## src/rtl/lab5_pkg.sv

```systemverilog
// Shared constants, state types and small helpers for the lab5 shape-guessing game.
package lab5_pkg;

  localparam int unsigned SHAPE_W    = 3;
  localparam int unsigned PATTERN_W  = 12;
  localparam int unsigned COUNT_W    = 4;
  localparam int unsigned MAX_ROUNDS = 8;
  localparam int unsigned GAME_COST  = 4;
  localparam int unsigned MAX_GAMES  = 7;

  localparam logic [2:0] SHAPE_T = 3'b001;
  localparam logic [2:0] SHAPE_C = 3'b010;
  localparam logic [2:0] SHAPE_O = 3'b011;
  localparam logic [2:0] SHAPE_D = 3'b100;
  localparam logic [2:0] SHAPE_I = 3'b101;
  localparam logic [2:0] SHAPE_Z = 3'b110;

  localparam logic [1:0] COIN_NONE     = 2'b00;
  localparam logic [1:0] COIN_CIRCLE   = 2'b01;
  localparam logic [1:0] COIN_TRIANGLE = 2'b10;
  localparam logic [1:0] COIN_PENTAGON = 2'b11;

  typedef enum logic [1:0] {IDLE, LOAD, GUESS, DONE} gameState_t;
  typedef enum logic [1:0] {C0, C1, C2, C3} creditState_t;

  // Credits granted by one coin of the given type.
  function automatic logic [3:0] coinCredits(input logic [1:0] coin);
    case (coin)
      COIN_CIRCLE:   return 4'd1;
      COIN_TRIANGLE: return 4'd3;
      COIN_PENTAGON: return 4'd5;
      default:       return 4'd0;
    endcase
  endfunction

  // True for the six legal shape codes.
  function automatic logic isValidShape(input logic [SHAPE_W-1:0] s);
    case (s)
      SHAPE_T, SHAPE_C, SHAPE_O, SHAPE_D, SHAPE_I, SHAPE_Z: return 1'b1;
      default: return 1'b0;
    endcase
  endfunction

  // True once every slot of a pattern holds a legal shape.
  function automatic logic patternComplete(input logic [PATTERN_W-1:0] p);
    logic ok;
    ok = 1'b1;
    for (int i = 0; i < 4; i++) begin
      if (!isValidShape(p[SHAPE_W*i +: SHAPE_W])) ok = 1'b0;
    end
    return ok;
  endfunction

endpackage

```

## src/rtl/lab5_coin.sv

```systemverilog
// Coin acceptor: accumulates credit and reports whole games bought per coin.
module myCoinFSM
  import lab5_pkg::*;
(
  input  logic       clock,
  input  logic       reset,
  input  logic [1:0] CoinValue,
  input  logic       CoinInserted,
  output logic       drop,
  output logic [1:0] gamesAdded
);

  creditState_t state;
  creditState_t stateNext;
  logic         coinPrev;
  logic         dropNext;
  logic [1:0]   gamesNext;
  logic [3:0]   sum;

  // Credit register, coin edge detector and registered game pulse.
  always_ff @(posedge clock or posedge reset) begin
    if (reset) begin
      state      <= C0;
      coinPrev   <= 1'b0;
      drop       <= 1'b0;
      gamesAdded <= 2'd0;
    end else begin
      state      <= stateNext;
      coinPrev   <= CoinInserted;
      drop       <= dropNext;
      gamesAdded <= gamesNext;
    end
  end

  // On a fresh coin, convert credit into games four credits at a time.
  always_comb begin
    stateNext = state;
    dropNext  = 1'b0;
    gamesNext = 2'd0;
    sum       = 4'd0;
    if (CoinInserted && !coinPrev && CoinValue != COIN_NONE) begin
      sum = 4'(state) + coinCredits(CoinValue);
      if (sum >= 4'(2 * GAME_COST))
        gamesNext = 2'd2;
      else if (sum >= 4'(GAME_COST))
        gamesNext = 2'd1;
      stateNext = creditState_t'(2'(sum - 4'(GAME_COST) * 4'(gamesNext)));
      dropNext  = (gamesNext != 2'd0);
    end
  end

endmodule

```

## src/rtl/lab5.sv

```systemverilog
// Top of the coin-operated shape-guessing game: game FSM, pattern store, grading.
// Optional feature macro LAB5_DEBUG_EN: debug input also reveals the master pattern.
module lab5
  import lab5_pkg::*;
(
  input  logic                 clock,
  input  logic                 reset,
  input  logic [1:0]           CoinValue,
  input  logic                 CoinInserted,
  input  logic                 StartGame,
  input  logic [PATTERN_W-1:0] Guess,
  input  logic                 GradeIt,
  input  logic [SHAPE_W-1:0]   LoadShape,
  input  logic [1:0]           ShapeLocation,
  input  logic                 LoadShapeNow,
  input  logic                 debug,
  output logic [COUNT_W-1:0]   Znarly,
  output logic [COUNT_W-1:0]   Zood,
  output logic [COUNT_W-1:0]   RoundNumber,
  output logic [COUNT_W-1:0]   NumGames,
  output logic                 GameWon,
  output logic                 loadNumGames,
  output logic                 loadGuess,
  output logic                 loadZnarlyZood,
  output logic                 clearGame,
  output logic                 displayMasterPattern,
  output logic [PATTERN_W-1:0] masterPatternOut
);

  logic                 coinDrop;
  logic [1:0]           coinGames;
  gameState_t           gameState;
  gameState_t           gameStateNext;
  logic                 startPrev;
  logic                 gradePrev;
  logic [PATTERN_W-1:0] masterPattern;
  logic [PATTERN_W-1:0] masterPatternNext;
  logic [COUNT_W-1:0]   znarlyNext;
  logic [COUNT_W-1:0]   zoodNext;
  logic [COUNT_W-1:0]   roundNext;
  logic [COUNT_W-1:0]   numGamesNext;
  logic                 gameWonNext;
  logic                 loadNumGamesNext;
  logic                 loadGuessNext;
  logic                 loadZnarlyZoodNext;
  logic                 clearGameNext;
  logic                 displayNext;
  logic [PATTERN_W-1:0] patternOutNext;
  logic                 startRise;
  logic                 gradeRise;
  logic                 startOk;
  logic                 showPattern;
  logic [4:0]           numSum;
  logic [COUNT_W-1:0]   gradeZnarly;
  logic [COUNT_W-1:0]   gradeZood;
  logic [COUNT_W-1:0]   gradeTotal;
  logic [COUNT_W-1:0]   cntMaster;
  logic [COUNT_W-1:0]   cntGuess;

  myCoinFSM mydesign (
    .clock        (clock),
    .reset        (reset),
    .CoinValue    (CoinValue),
    .CoinInserted (CoinInserted),
    .drop         (coinDrop),
    .gamesAdded   (coinGames)
  );

  assign startRise = StartGame && !startPrev;
  assign gradeRise = GradeIt && !gradePrev;

`ifdef LAB5_DEBUG_EN
  assign showPattern = displayNext || debug;
`else
  logic unusedDebug;
  assign unusedDebug = debug;
  assign showPattern = displayNext;
`endif

  // Grade the current guess: exact matches, then shape-count overlap minus exact matches.
  always_comb begin
    gradeZnarly = '0;
    gradeTotal  = '0;
    cntMaster   = '0;
    cntGuess    = '0;
    for (int i = 0; i < 4; i++) begin
      if (isValidShape(Guess[SHAPE_W*i +: SHAPE_W]) &&
          Guess[SHAPE_W*i +: SHAPE_W] == masterPattern[SHAPE_W*i +: SHAPE_W])
        gradeZnarly = gradeZnarly + 4'd1;
    end
    for (int code = 1; code <= 6; code++) begin
      cntMaster = '0;
      cntGuess  = '0;
      for (int i = 0; i < 4; i++) begin
        if (masterPattern[SHAPE_W*i +: SHAPE_W] == SHAPE_W'(code)) cntMaster = cntMaster + 4'd1;
        if (Guess[SHAPE_W*i +: SHAPE_W] == SHAPE_W'(code))         cntGuess  = cntGuess + 4'd1;
      end
      gradeTotal = gradeTotal + ((cntMaster < cntGuess) ? cntMaster : cntGuess);
    end
    gradeZood = gradeTotal - gradeZnarly;
  end

  // All game registers, including registered strobes and display values.
  always_ff @(posedge clock or posedge reset) begin
    if (reset) begin
      gameState            <= IDLE;
      startPrev            <= 1'b0;
      gradePrev            <= 1'b0;
      masterPattern        <= '0;
      Znarly               <= '0;
      Zood                 <= '0;
      RoundNumber          <= '0;
      NumGames             <= '0;
      GameWon              <= 1'b0;
      loadNumGames         <= 1'b0;
      loadGuess            <= 1'b0;
      loadZnarlyZood       <= 1'b0;
      clearGame            <= 1'b0;
      displayMasterPattern <= 1'b0;
      masterPatternOut     <= '0;
    end else begin
      gameState            <= gameStateNext;
      startPrev            <= StartGame;
      gradePrev            <= GradeIt;
      masterPattern        <= masterPatternNext;
      Znarly               <= znarlyNext;
      Zood                 <= zoodNext;
      RoundNumber          <= roundNext;
      NumGames             <= numGamesNext;
      GameWon              <= gameWonNext;
      loadNumGames         <= loadNumGamesNext;
      loadGuess            <= loadGuessNext;
      loadZnarlyZood       <= loadZnarlyZoodNext;
      clearGame            <= clearGameNext;
      displayMasterPattern <= displayNext;
      masterPatternOut     <= patternOutNext;
    end
  end

  // Next-state and next-output logic for the game FSM and game counter.
  always_comb begin
    gameStateNext      = gameState;
    masterPatternNext  = masterPattern;
    znarlyNext         = Znarly;
    zoodNext           = Zood;
    roundNext          = RoundNumber;
    gameWonNext        = GameWon;
    loadGuessNext      = 1'b0;
    loadZnarlyZoodNext = 1'b0;
    clearGameNext      = 1'b0;

    startOk = startRise && (gameState == IDLE || gameState == DONE) && (NumGames != '0);

    // Paid games arrive one cycle after the coin pulse; a start consumes one.
    numSum = 5'(NumGames) + (coinDrop ? 5'(coinGames) : 5'd0) - (startOk ? 5'd1 : 5'd0);
    numGamesNext     = (numSum > 5'(MAX_GAMES)) ? 4'(MAX_GAMES) : numSum[3:0];
    loadNumGamesNext = coinDrop || startOk;

    case (gameState)
      IDLE, DONE: begin
        if (startOk) begin
          gameStateNext     = LOAD;
          masterPatternNext = '0;
          znarlyNext        = '0;
          zoodNext          = '0;
          roundNext         = '0;
          gameWonNext       = 1'b0;
          clearGameNext     = 1'b1;
        end
      end
      LOAD: begin
        if (LoadShapeNow && isValidShape(LoadShape)) begin
          for (int i = 0; i < 4; i++) begin
            if (ShapeLocation == 2'(i)) masterPatternNext[SHAPE_W*i +: SHAPE_W] = LoadShape;
          end
        end
        if (patternComplete(masterPatternNext)) gameStateNext = GUESS;
      end
      GUESS: begin
        if (gradeRise) begin
          znarlyNext         = gradeZnarly;
          zoodNext           = gradeZood;
          roundNext          = RoundNumber + 4'd1;
          loadGuessNext      = 1'b1;
          loadZnarlyZoodNext = 1'b1;
          if (gradeZnarly == 4'd4) begin
            gameWonNext   = 1'b1;
            gameStateNext = DONE;
          end else if (roundNext == 4'(MAX_ROUNDS)) begin
            gameStateNext = DONE;
          end
        end
      end
      default: gameStateNext = IDLE;
    endcase

    displayNext    = (gameStateNext == DONE);
    patternOutNext = showPattern ? masterPatternNext : '0;
  end

endmodule

```

## config.mk

```make
export PLATFORM = sky130hd
export DESIGN_NAME = lab5
export DESIGN_NICKNAME = d
export VERILOG_FILES = /design/src/rtl/lab5_pkg.sv /design/src/rtl/lab5_coin.sv /design/src/rtl/lab5.sv
export SDC_FILE = /design/constraint.sdc
export NUM_CORES = 1
export LEC_CHECK = 0
export CORE_ASPECT_RATIO = 1.5
export CORE_MARGIN = 3
export CORE_UTILIZATION = 50
export DETAILED_ROUTE_END_ITERATION = 7
export PLACE_DENSITY = 0.74
export SYNTH_ARGS = -nofsm -noshare
export SYNTH_HDL_FRONTEND = slang
export SYNTH_SLANG_ARGS = --single-unit
```

## constraint.sdc

```tcl
create_clock -name clock -period 5.5 [get_ports clock]
set_clock_uncertainty 0.2 [all_clocks]
set_input_delay 0.55 -clock clock [delete_from_list [all_inputs] [get_ports clock]]
set_output_delay 0.55 -clock clock [all_outputs]
set_load 0.01 [all_outputs]
```

==> summary.txt, run 1 <==
Detailed routing
  – Vias per cell: 5.56
  – Drt pass-1 iters: 6
  – Drt drc: 0
  – WL final: 18600 microns
  – Wirelength per Cell: 16.8 microns
  – DR vias: 6137
  – Routed Antenna Nets: 0
  – DRT iter0 DRCs: 270

Die
  – Die W: 96.3 microns
  – Core Box Area: 11700 sq um
  – Die H: roughly 140 microns
  – Io pins: 60
  – Die area: between 10000 and 15000 sq um
  – Core Rows: 48
  – Starting Density: 52.2%

Layout
  – Register area: 1380 sq um
  – Ant. Diodes: 0
  – Nets: 1071
  – Fillers: between 800 and 900
  – Area of the multi-input gates: between 5000 and 6000 sq um
  – Share of cells above drive strength 1: 32.2%
  – Commonest non-fill, non-tap cell in the layout: buf_4
  – Synth-to-layout area growth: 44.8%
  – Highest-count cells in the layout ignoring fill and taps: 152 x buf_4, 88 x nand2_1, 60 x ha_1

Run status
  – Violated checks: setup timing
  – Status: complete, but fails checks

Worst setup path
  – CP most frequent cell: ha_4
  – Worst r2r src: masterPattern[0]
  – FF-to-FF path depth: 23
  – Setup crit end kind: register
  – CP max stage cell: fa_1
  – Crit path kind: in2reg
  – Delay-heaviest family, CP: adder cells
  – Setup crit start kind: input port
  – Reg2Reg Capture Point: Zood[3]
  – FF-to-FF setup slack: -0.53 ns
  – Cell Chain, Critical Path: buf_2 -> nor3b_4 -> ha_4 -> inv_1 -> mux2i_2 -> ha_2 -> mux2i_2 -> ha_4 -> a21oi_2 -> o21ai_4 -> mux2_4 -> fa_2 -> fa_1 -> inv_2 -> fa_2 -> ha_4 -> ha_4 -> fa_2 -> xnor2_2 -> xnor2_2 -> xnor2_2 -> xnor2_1 -> o21ai_1
  – Critical-path maximum fanout: 8
  – Required @ worst endpoint: 5.48 ns
  – Worst Path Arrival: 6.06 ns
  – CP bufs+invs: 3
  – CP peak stage delay: 0.57 ns

STA
  – Worst setup slack after layout: -0.582 ns
  – Slew Viols, Final: 0
  – RSZ-0062 raised after global routing: true
  – Fin. Hold Viols: 0
  – Highest Clock Rate: 164 MHz
  – Slew HR: 54.0%
  – # setup viols final: 2
  – Min Tclk post-route: approximately 6 ns
  – Slew @ Worst Pin: 0.690 ns
  – Tcrit/Tclk final: 111%
  – TNS Setup: -0.706 ns

Hold path
  – Hold Path End: Znarly[2]
  – Cells on Worst Hold Path: 2
  – Hold Path Class: reg2reg
  – Hold path startpoint: Znarly[2]

Logic synthesis
  – Post-synth EDFFs: 0
  – Synth async-reset ratio: 100%
  – Distinct cell type count after synthesis: between 60 and 70
  – Post-synthesis sequential area ratio: 22.5%
  – Seq cells post-synth: 55
  – Yosys warns: 0
  – Post-Syn Area: 6110 sq um
  – Mapped Cells: 739
  – Main synth FF type: dfrtp_1
  – Mean Syn Cell Area: 8.27 sq um

Pwr
  – Power Total: 3.18 mW
  – VDD IR max: 0.000319 V
  – Pleak: between 4 and 5 nW
  – Power Density: ~360 nW/um^2

Clocking
  – Clock buffer depth: 2
  – Root buffer cell: clkbuf_16
  – Reg clk slew, reported paths: 0.08 ns
  – H-tree levels: 2
  – Worst skew pair latency: 0.30 ns
  – CTS tree: done
  – # clock sinks: between 50 and 60
  – TritonCTS buffer count: 5

GRT
  – Antenna violations before repair: 0
  – Vias in the first global route: approximately 6.5k
  – Global route overflow: 0
  – Pin count of the biggest net entering global routing: 56
  – Tot GR Track Use: 27.5%
  – Global-route wire length before repair: ~30000 microns

Place
  – IO buf count: 58
  – Dpl hpwl: 13700 microns
  – RePlAce Congestion: 0.896

Flow run
  – Max Cap Viol: 0
area by class of cell:
cell class	instances	share of cell area [%]
Inverter	71	3.01
Tap cell	150	2.12
Clock buffer	6	1.46
Clock inverter	2	0.438
Timing Repair Buffer	216	20.1
Sequential cell	55	15.6
Multi-Input combinational cell	604	57.3
worst reg2reg max path: stages (launching register included):
cell	delay, ns
dfrtp_1	0.43
nor2b_2	0.18
and2_4	0.17
ha_4	0.24
xnor2_2	0.14
ha_1	0.28
mux2_2	0.31
ha_4	0.30
a21oi_4	0.07
o21ai_4	0.18
buf_4	0.16
mux2i_1	0.23
fa_1	0.45
fa_1	0.52
inv_2	0.05
fa_2	0.56
ha_4	0.21
ha_4	0.16
fa_2	0.35
xnor2_2	0.16
xnor2_2	0.19
xnor2_2	0.14
xnor2_1	0.15
o21ai_1	0.09
logic make-up after synthesis:
| kind of cell | Yosys count | share of synthesized area (%) |
|---|---|---|
| and+or+nand+nor | 267 | 22.7 |
| AOI/OAI and AO/OA | 132 | 13.8 |
| buffers and inverters | 103 | 6.71 |
| adders and majority gates | 92 | 20.5 |
| xor gates and xnor gates | 57 | 8.29 |
| DFF | 55 | 22.5 |
| muxes | 31 | 5.28 |
| other | 2 | 0.123 |
registers in the layout (all words and copies together), names as in the netlist:
register and flops:
masterPatternOut 12, masterPattern 12, NumGames 4, RoundNumber 4, Znarly 4, Zood 4, gameState 2, mydesign.gamesAdded 2
mydesign.state 2, GameWon 1, clearGame 1, displayMasterPattern 1, gradePrev 1, loadNumGames 1, loadZnarlyZood 1, mydesign.coinPrev 1
mydesign.drop 1, startPrev 1
worst max-delay path by stage:
stage                           startpoint  cells past startpoint       to
after CTS                         Guess[5]                     25  Zood[3]
final                             Guess[3]                     23  Zood[3]
after global placement            Guess[2]                     23  Zood[3]
after floorplan                   Guess[3]                     22  Zood[3]
after global routing      masterPattern[1]                     23  Zood[3]
after detailed placement          Guess[3]                     22  Zood[3]
per-layer routing:
metal	vias to the layer above	track usage [%]	share of wire, %
li1	2916	-	-
met1	2957	27.9	35
met2	192	51.2	54
met3	72	3.45	3.9
met4	0	17.1	6.4
met5	-	0	0
cells in the mapped netlist, types with 14 or more instances:
cell type   n  area [sq um]
nor2_1     48           180
clkbuf_1   17          63.8
xnor2_1    38           333
dfrtp_1    55          1380
nand3b_1   14           105
mux2i_1    21           210
o21ai_0    28           140
nand2_1    90           338
ha_1       78           976
nor2b_1    21           131
xor2_1     18           158
inv_1      70           263
nand2b_1   18           113
fa_1       14           280
a21oi_1    39           195
nand3_1    19          95.1
stage by stage:
stage / setup slack (ns) / area (sq um) / utilization (%) / hold WS (ns) / std cells
final: -0.582 / 8850 / 75.6 / 0.302 / 1104
after global routing: -0.763 / 8850 / 75.6 / 0.322 / 1104
after CTS: -0.541 / 8660 / 74.0 / 0.306 / 1098
after detailed placement: -1.34 / 7940 / 67.8 / 0.287 / 1065
after global placement: -1.18 / 7940 / 67.8 / 0.285 / 1065
after floorplan: -0.427 / 6380 / - / 0.257 / 762
where the power goes:
group,switching [mW],internal [mW]
clock network,0.147,0.217
logic,1.17,1.10
registers,0.0707,0.474
what timing repair did:
| action | 4_1_cts | 5_1_grt |
|---|---|---|
| resized for setup | 130 | 32 |
| pin swaps | 64 | 18 |
| setup buffers | 27 | 6 |
| gates cloned | 0 | 0 |
| setup endpoints to repair | 3 | 2 |
| hold buffers | 0 | 0 |
(Power assumes the default switching activity.)
==> inputs of run 2 (changes only) <==
- SLEW_MARGIN: not set -> 20
==> results of run 2 <==
No change in the layout: final DEF, timing and power equal those of run 1.
